## config.mk

```make
export PLATFORM = sky130hd
export DESIGN_NAME = t5_wbarb
export DESIGN_NICKNAME = d
export VERILOG_FILES = /design/src/rtl/t5_wbarb_pkg.sv /design/src/rtl/t5_wbarb_rr.sv /design/src/rtl/t5_wbarb.sv
export SDC_FILE = /design/constraint.sdc
export NUM_CORES = 1
export LEC_CHECK = 0
export BUFFER_PORTS_ARGS = -buffer_cell sky130_fd_sc_hd__buf_2
export CORE_AREA = 2 2 106 108
export CTS_CLUSTER_SIZE = 14
export DETAILED_ROUTE_END_ITERATION = 6
export DIE_AREA = 0 0 108 110
export PLACE_DENSITY = 0.54
export SYNTH_ARGS = -nofsm -noshare
export SYNTH_HDL_FRONTEND = slang
export SYNTH_SLANG_ARGS = --single-unit
```

## constraint.sdc

```tcl
create_clock -name sys_clk -period 1.7 [get_ports sys_clk]
set_input_delay 0.34 -clock sys_clk [delete_from_list [all_inputs] [get_ports sys_clk]]
set_output_delay 0.34 -clock sys_clk [all_outputs]
set_load 0.1 [all_outputs]
```

## src/rtl/t5_wbarb_pkg.sv

```systemverilog
// Shared encodings for the t5_wbarb instruction/data Wishbone arbiter.
// The state codes equal the arb_gnt codes so the grant status is the state register.
package t5_wbarb_pkg;

  localparam logic [1:0] ARB_GNT_NONE = 2'b00;
  localparam logic [1:0] ARB_GNT_I    = 2'b01;
  localparam logic [1:0] ARB_GNT_D    = 2'b10;

  typedef enum logic [1:0] {
    IDLE  = ARB_GNT_NONE,
    GNT_I = ARB_GNT_I,
    GNT_D = ARB_GNT_D
  } arb_state_t;

endpackage

```

## src/rtl/t5_wbarb_rr.sv

```systemverilog
// Round-robin pick between the instruction and data requesters.
// Holds the last-grant flag, which is updated whenever a grant is taken from idle.
module t5_wbarb_rr
  import t5_wbarb_pkg::*;
(
  input  logic       sys_clk,
  input  logic       sys_rst_n,
  input  logic       req_i,
  input  logic       req_d,
  input  logic       take,
  output logic [1:0] win
);

  logic last_d;

  // On contention the side that did not win last time gets the port
  always_comb begin
    win = ARB_GNT_NONE;
    if (req_i && req_d)
      win = last_d ? ARB_GNT_I : ARB_GNT_D;
    else if (req_d)
      win = ARB_GNT_D;
    else if (req_i)
      win = ARB_GNT_I;
  end

  always_ff @(posedge sys_clk or negedge sys_rst_n) begin
    if (!sys_rst_n)
      last_d <= 1'b0;
    else if (take && (win != ARB_GNT_NONE))
      last_d <= (win == ARB_GNT_D);
  end

endmodule

```

## src/rtl/t5_wbarb.sv

```systemverilog
// Two-to-one Wishbone arbiter sharing one classic single-beat port between iwb and dwb.
// Optional ack watchdog with arb_err pulse is built when T5_WBARB_TIMEOUT_EN is defined.
module t5_wbarb
  import t5_wbarb_pkg::*;
#(
  parameter int unsigned DW   = 32,
  parameter int unsigned TOUT = 255
) (
  input  logic          sys_clk,
  input  logic          sys_rst_n,
  input  logic          iwb_stb,
  input  logic          iwb_wre,
  input  logic [3:0]    iwb_sel,
  input  logic [29:0]   iwb_adr,
  output logic          iwb_ack,
  output logic [DW-1:0] iwb_dat,
  input  logic          dwb_stb,
  input  logic          dwb_wre,
  input  logic [3:0]    dwb_sel,
  input  logic [29:0]   dwb_adr,
  input  logic [DW-1:0] dwb_dto,
  output logic          dwb_ack,
  output logic [DW-1:0] dwb_dti,
  output logic          mwb_stb,
  output logic          mwb_wre,
  output logic [3:0]    mwb_sel,
  output logic [29:0]   mwb_adr,
  output logic [DW-1:0] mwb_dto,
  input  logic [DW-1:0] mwb_dti,
  input  logic          mwb_ack,
  output logic [1:0]    arb_gnt,
  output logic          arb_err
);

  arb_state_t state_q, state_d;
  logic [1:0] rr_win;
  logic       tout_hit;

  t5_wbarb_rr u_rr (
    .sys_clk   (sys_clk),
    .sys_rst_n (sys_rst_n),
    .req_i     (iwb_stb),
    .req_d     (dwb_stb),
    .take      (state_q == IDLE),
    .win       (rr_win)
  );

  always_ff @(posedge sys_clk or negedge sys_rst_n) begin
    if (!sys_rst_n)
      state_q <= IDLE;
    else
      state_q <= state_d;
  end

  // Port muxing is purely a function of the registered grant, so reset clears it at once
  always_comb begin
    state_d = state_q;
    mwb_stb = 1'b0;
    mwb_wre = 1'b0;
    mwb_sel = '0;
    mwb_adr = '0;
    mwb_dto = '0;
    iwb_ack = 1'b0;
    iwb_dat = '0;
    dwb_ack = 1'b0;
    dwb_dti = '0;
    case (state_q)
      IDLE: begin
        state_d = arb_state_t'(rr_win);
      end
      GNT_I: begin
        mwb_stb = iwb_stb & ~tout_hit;
        mwb_wre = iwb_wre;
        mwb_sel = iwb_sel;
        mwb_adr = iwb_adr;
        iwb_ack = mwb_ack | tout_hit;
        iwb_dat = tout_hit ? '0 : mwb_dti;
        if (mwb_ack || !iwb_stb || tout_hit)
          state_d = IDLE;
      end
      GNT_D: begin
        mwb_stb = dwb_stb & ~tout_hit;
        mwb_wre = dwb_wre;
        mwb_sel = dwb_sel;
        mwb_adr = dwb_adr;
        mwb_dto = dwb_dto;
        dwb_ack = mwb_ack | tout_hit;
        dwb_dti = tout_hit ? '0 : mwb_dti;
        if (mwb_ack || !dwb_stb || tout_hit)
          state_d = IDLE;
      end
      default: begin
        state_d = IDLE;
      end
    endcase
  end

  assign arb_gnt = state_q;

`ifdef T5_WBARB_TIMEOUT_EN
  localparam logic [7:0] TOUT_LIM = 8'(TOUT);
  logic [7:0] tout_cnt;

  // Counts granted cycles without ack; idle keeps it at zero so each grant starts fresh
  always_ff @(posedge sys_clk or negedge sys_rst_n) begin
    if (!sys_rst_n)
      tout_cnt <= '0;
    else if (state_q == IDLE)
      tout_cnt <= '0;
    else if (!mwb_ack && !tout_hit)
      tout_cnt <= tout_cnt + 8'd1;
  end

  assign tout_hit = (state_q != IDLE) && !mwb_ack && (tout_cnt == TOUT_LIM);
  assign arb_err  = tout_hit;
`else
  // TOUT only has meaning for the watchdog build
  if (TOUT == 0) begin : g_tout_unused
  end
  assign tout_hit = 1'b0;
  assign arb_err  = 1'b0;
`endif

endmodule

```

## Word level (Yosys, flattened, before mapping)

Index checks and enable logic that the tools add are counted.

| word-level totals | value |
|---|---|
| latch bits | 0 |
| word-level logic and storage cells | 32 |
| RAM bits | 0 |
| input bits | 139 |
| output and inout port bits | 137 |
| memories | 0 |
| register bits after elaboration | 3 |
| ROM bits | 0 |

| operators by class | value |
|---|---|
| bitwise logic cells | 0 |
| divide/modulo/power cells | 0 |
| eq/ne operators | 5 |
| shifts and indexed selects | 0 |
| add/sub/neg operators | 0 |
| reduce and logical (&&, ||, !) cells | 9 |
| mux-type cells | 16 |
| $mul | 0 |
| $lt $le $gt $ge | 0 |

Operator list:

| cell | number |
|---|---|
| $mux W32 | 3 |
| $pmux W30 S2 | 1 |
| $mux W2 | 5 |
| $pmux W4 S2 | 1 |
| $pmux W2 S3 | 1 |
| $eq A2 B2 Y1 const B | 2 |
| $ne A2 B2 Y1 const B | 2 |
| $pmux W1 S2 | 2 |
| $mux W1 | 3 |
| $eq A2 B1 Y1 const B | 1 |
| $logic_and A1 B1 Y1 | 2 |
| $logic_not A1 Y1 | 2 |
| $logic_not A2 Y1 | 1 |
| $logic_or A1 B1 Y1 | 2 |
| $reduce_and A2 Y1 | 1 |
| $reduce_bool A2 Y1 | 1 |

## Longest topological paths before layout

| depth | value |
|---|---|
| depth after elaboration | 5 |
| depth in mapped cells | 6 |
| gate-level depth less buffers | 5 |

## By module

Synthesis repeated with hierarchy kept, for this count alone.

| unflattened totals | value |
|---|---|
| cell total of the unflattened synthesis | 212 |
| area total of the unflattened synthesis | 1440.1 sq um |

By module, submodules not included:

| module | sequential area each (sq um) | instances | cells an instance | area an instance (sq um) |
|---|---|---|---|---|
| t5_wbarb | 50.0 | 1 | 206 | 1385.1 |
| t5_wbarb_rr | 25.0 | 1 | 6 | 55.1 |

## Worst setup path before layout

No wires, ideal clock.

| path | value |
|---|---|
| kind | register to output |
| start | register state_q[0], in the netlist arb_gnt[0] |
| end | output port mwb_adr[0] |
| stages on the path, launching flop included | 5 |
| setup slack | -1.719 ns |
| data arrival time | 3.079 ns |
| path buffers | 1 |
| data required time | 1.360 ns |
| cell sequence | dfrtp_1 inv_1 ha_1 clkbuf_1 nor2b_1 |

| between the ends | value |
|---|---|
| word-level cells in the longest chain between the ends | 2 |
| elaborated cells on any way between the ends | 3 |
| those cells by class | eq/ne (2); mux (1) |

RTL lines:

| element | RTL line | RTL |
|---|---|---|
| from (decl) | t5_wbarb.sv:35 | `arb_state_t state_q, state_d;` |
| from (signal assigned) | t5_wbarb.sv:52 | `state_q <= state_d;` |
| $eq A2 B2 Y1 or $eq A2 B1 Y1 (tied branches) | t5_wbarb.sv:67 | `case (state_q)` |
| $pmux W30 S2 (*) | t5_wbarb.sv:67 |  |
| to (decl) | t5_wbarb.sv:27 | `output logic [29:0] mwb_adr,` |

Mark *: on every way between the ends. The rest lies on a longest branch, timed or not.

## Worst setup path in the final report

| path | value |
|---|---|
| start | register state_q[1], in the netlist arb_gnt[1] |
| end | output port mwb_adr[13] |

The elaborated chain is that of the path after synthesis.

==> results.toml <==
[drt]
drt_first_iter_violations = 61
drcViolationCount = 0
ant_nets = 0
wl_um = 11000
drt-wirelength-per-cell_um = 16.9
avgViaCountPerCell = 4.16
dr.pass1.iters = 4
vias = 2698

[timing]
hold_viol = 0
drv_slew = 0
clock_skew_ns = 0.00235
period_share = 1.19
max_freq_ghz = 0.496
setup_slack_ns = -0.315
fin_crit_ns = 2.01
grt_setup_unrepaired = "true"
setup_violations = 134

[cts]
cts.htree.levels = 1
clock_latency_ns = 0.22
clock_path_buffers = 2
cts_tree = "built"
cts_sinks = 3
numCtsBuffers = 3
cts_root_buffer = "clkbuf_8"
clkTransAtPathRegs_ns = 0.03

[synth]
ys_warn_count = 0
synth.distinct_cells = 18
syn_area_per_cell_um2 = 6.73
synth.largest_area_cell = "and2_1"
ys_seq_area_frac = 0.0526
syn_area_um2 = 1430
syn-num-nets = 354
syn_inst = 212
synth.ff_latch_count = 3
yosys-top-cells-area = "and2_1, a22oi_1, nor2b_1, dfrtp_1, clkbuf_1"
synth_top_area_share = 0.429

[finish]
drive_gt1_frac = 0.978
num_antenna_cells = 0
area_growth_pct = 348
multiInputGateArea_um2 = 1960
final_area_um2 = 6400
seqCellArea_um2 = 82.6
fillers = 830
nets = 651

[global_route]
busiest_layer = "met2"
overflow = 0
grt_first_pass_wirelength_um = 15200
gr-usage-met2 = 0.331
grt_usage = 0.162
met1_usage = 0.169
grt_antenna_before_repair = 0
met3_usage = 0.0364
grt_pass1_vias = 2826
grt_start_max_net_pins = 26

[place]
dp_hpwl_um = 8280
globalplace.congestion = 0.798
place_area_um2 = 5710
port_buffers = 274

[job]
maxCapViolations = 0

[floorplanning]
rows = 38
die_height_um = 110
coreArea_um2 = 10700
initial_utilization = 0.133
io_pins = 276
die_area_um2 = 11900
die_x_um = 108

[worst_setup_path]
crit_type = "flip-flop to primary output"
critPathLaunchType = "flip-flop"
cp.required_ns = 1.36
crit_path_end_kind = "primary output"
critPathMaxFanout = 13
arrival_ns = 1.67

[status]
status = "finished, violations left"
violations = "setup timing"

[min_path]
hold_path_class = "primary input to asynchronous set/reset pin"
layout by cell type, fill, tap and decap left out:
cell	Yosys	final
a21oi_1	2	2
a22oi_4	1	1
nor2b_4	0	36
dfrtp_1	3	1
inv_4	0	2
dlygate4sd3_1	0	1
bufbuf_16	0	1
clkbuf_16	0	7
buf_12	0	147
buf_2	6	140
buf_16	0	4
buf_6	1	9
nand2_1	3	3
conb_1	1	1
mux2_4	2	2
and2_4	0	98
buf_4	3	6
o21ai_0	1	1
nor2_4	0	1
clkbuf_1	11	1
ha_4	0	3
clkbuf_8	0	3
dfrtp_4	0	2
a22oi_2	0	35
inv_1	3	1
metal layers:
layer	up-vias	wire length, um
met5	-	0
met2	138	6230
met4	0	132
li1	1286	-
met1	1262	3760
met3	12	845
logic make-up after synthesis:
kind of cell    count (synthesis)  synth area share
buf+inv                        26            0.0885
compound gates                 39             0.209
flops                           3            0.0526
simple gates                  138             0.599
fa+ha+maj                       3            0.0263
other cells                     1           0.00263
mux                             2            0.0210
through the flow:
stage	cells	util	TNS, ns	setup WS (ns)	hold WS, ns
2_1_floorplan	212	-	-40.95	-0.392	0.0444
5_1_grt	648	0.598	-38.52	-0.371	0.490
3_5_place_dp	615	0.534	-3.08	-0.108	0.144
6_report	648	0.598	-31.45	-0.315	0.476
4_1_cts	639	0.576	-38.12	-0.325	0.447
3_3_place_gp	615	0.534	-1.68	-0.0711	0.139
critical path, stage by stage, from the launching register on:
cell and delay [ns]:
dfrtp_4 0.44, inv_4 0.06, buf_12 0.12, ha_4 0.32
buf_12 0.15, nor2b_4 0.18, buf_12 0.18
synth_stat cells, drive strengths merged:
library cell,n
mux2,2
buf,10
nor2b,36
a22oi,36
dfrtp,3
inv,3
conb,1
and2,98
clkbuf,13
nand2,3
o21ai,1
ha,3
a21oi,2
nor2,1
worst paths after layout:
kind	endpoint	startpoint	slack [ns]	cells after the start
max	mwb_adr[13]	arb_gnt[1]	-0.31	6
max reg2reg	arb_gnt[1]	arb_gnt[0]	0.01	6
min	arb_gnt[0]	sys_rst_n	0.48	2
min in group sys_clk	u_rr.last_d	dwb_stb	0.48	3
max in group asynchronous	arb_gnt[1]	sys_rst_n	1.09	2
min reg2reg	u_rr.last_d	u_rr.last_d	0.56	1
layout make-up:
| class | count | share of cell area |
|---|---|---|
| Clock buffer | 4 | 0.00704 |
| Inverter | 3 | 0.00254 |
| Multi-Input combinational cell | 183 | 0.306 |
| Sequential cell | 3 | 0.0129 |
| Tap cell | 140 | 0.0274 |
| Timing Repair Buffer | 315 | 0.644 |
repair_timing:
item | CTS | global route
pin swaps | 5 | 14
setup endpoints to repair | 135 | 136
gates resized for setup | 22 | 45
buffers inserted | 12 | 3
hold buffers | 1 | 0
endpoints found under the hold margin | 3 | 0
cloned | 7 | 9
flip-flops by register name, indices dropped and copies added, names as in the netlist:
signal	cells
u_rr.last_d	1
arb_gnt	2
Power is not shown: default switching activity piles up to over one toggle a cycle in this logic, so the estimate is an artifact.
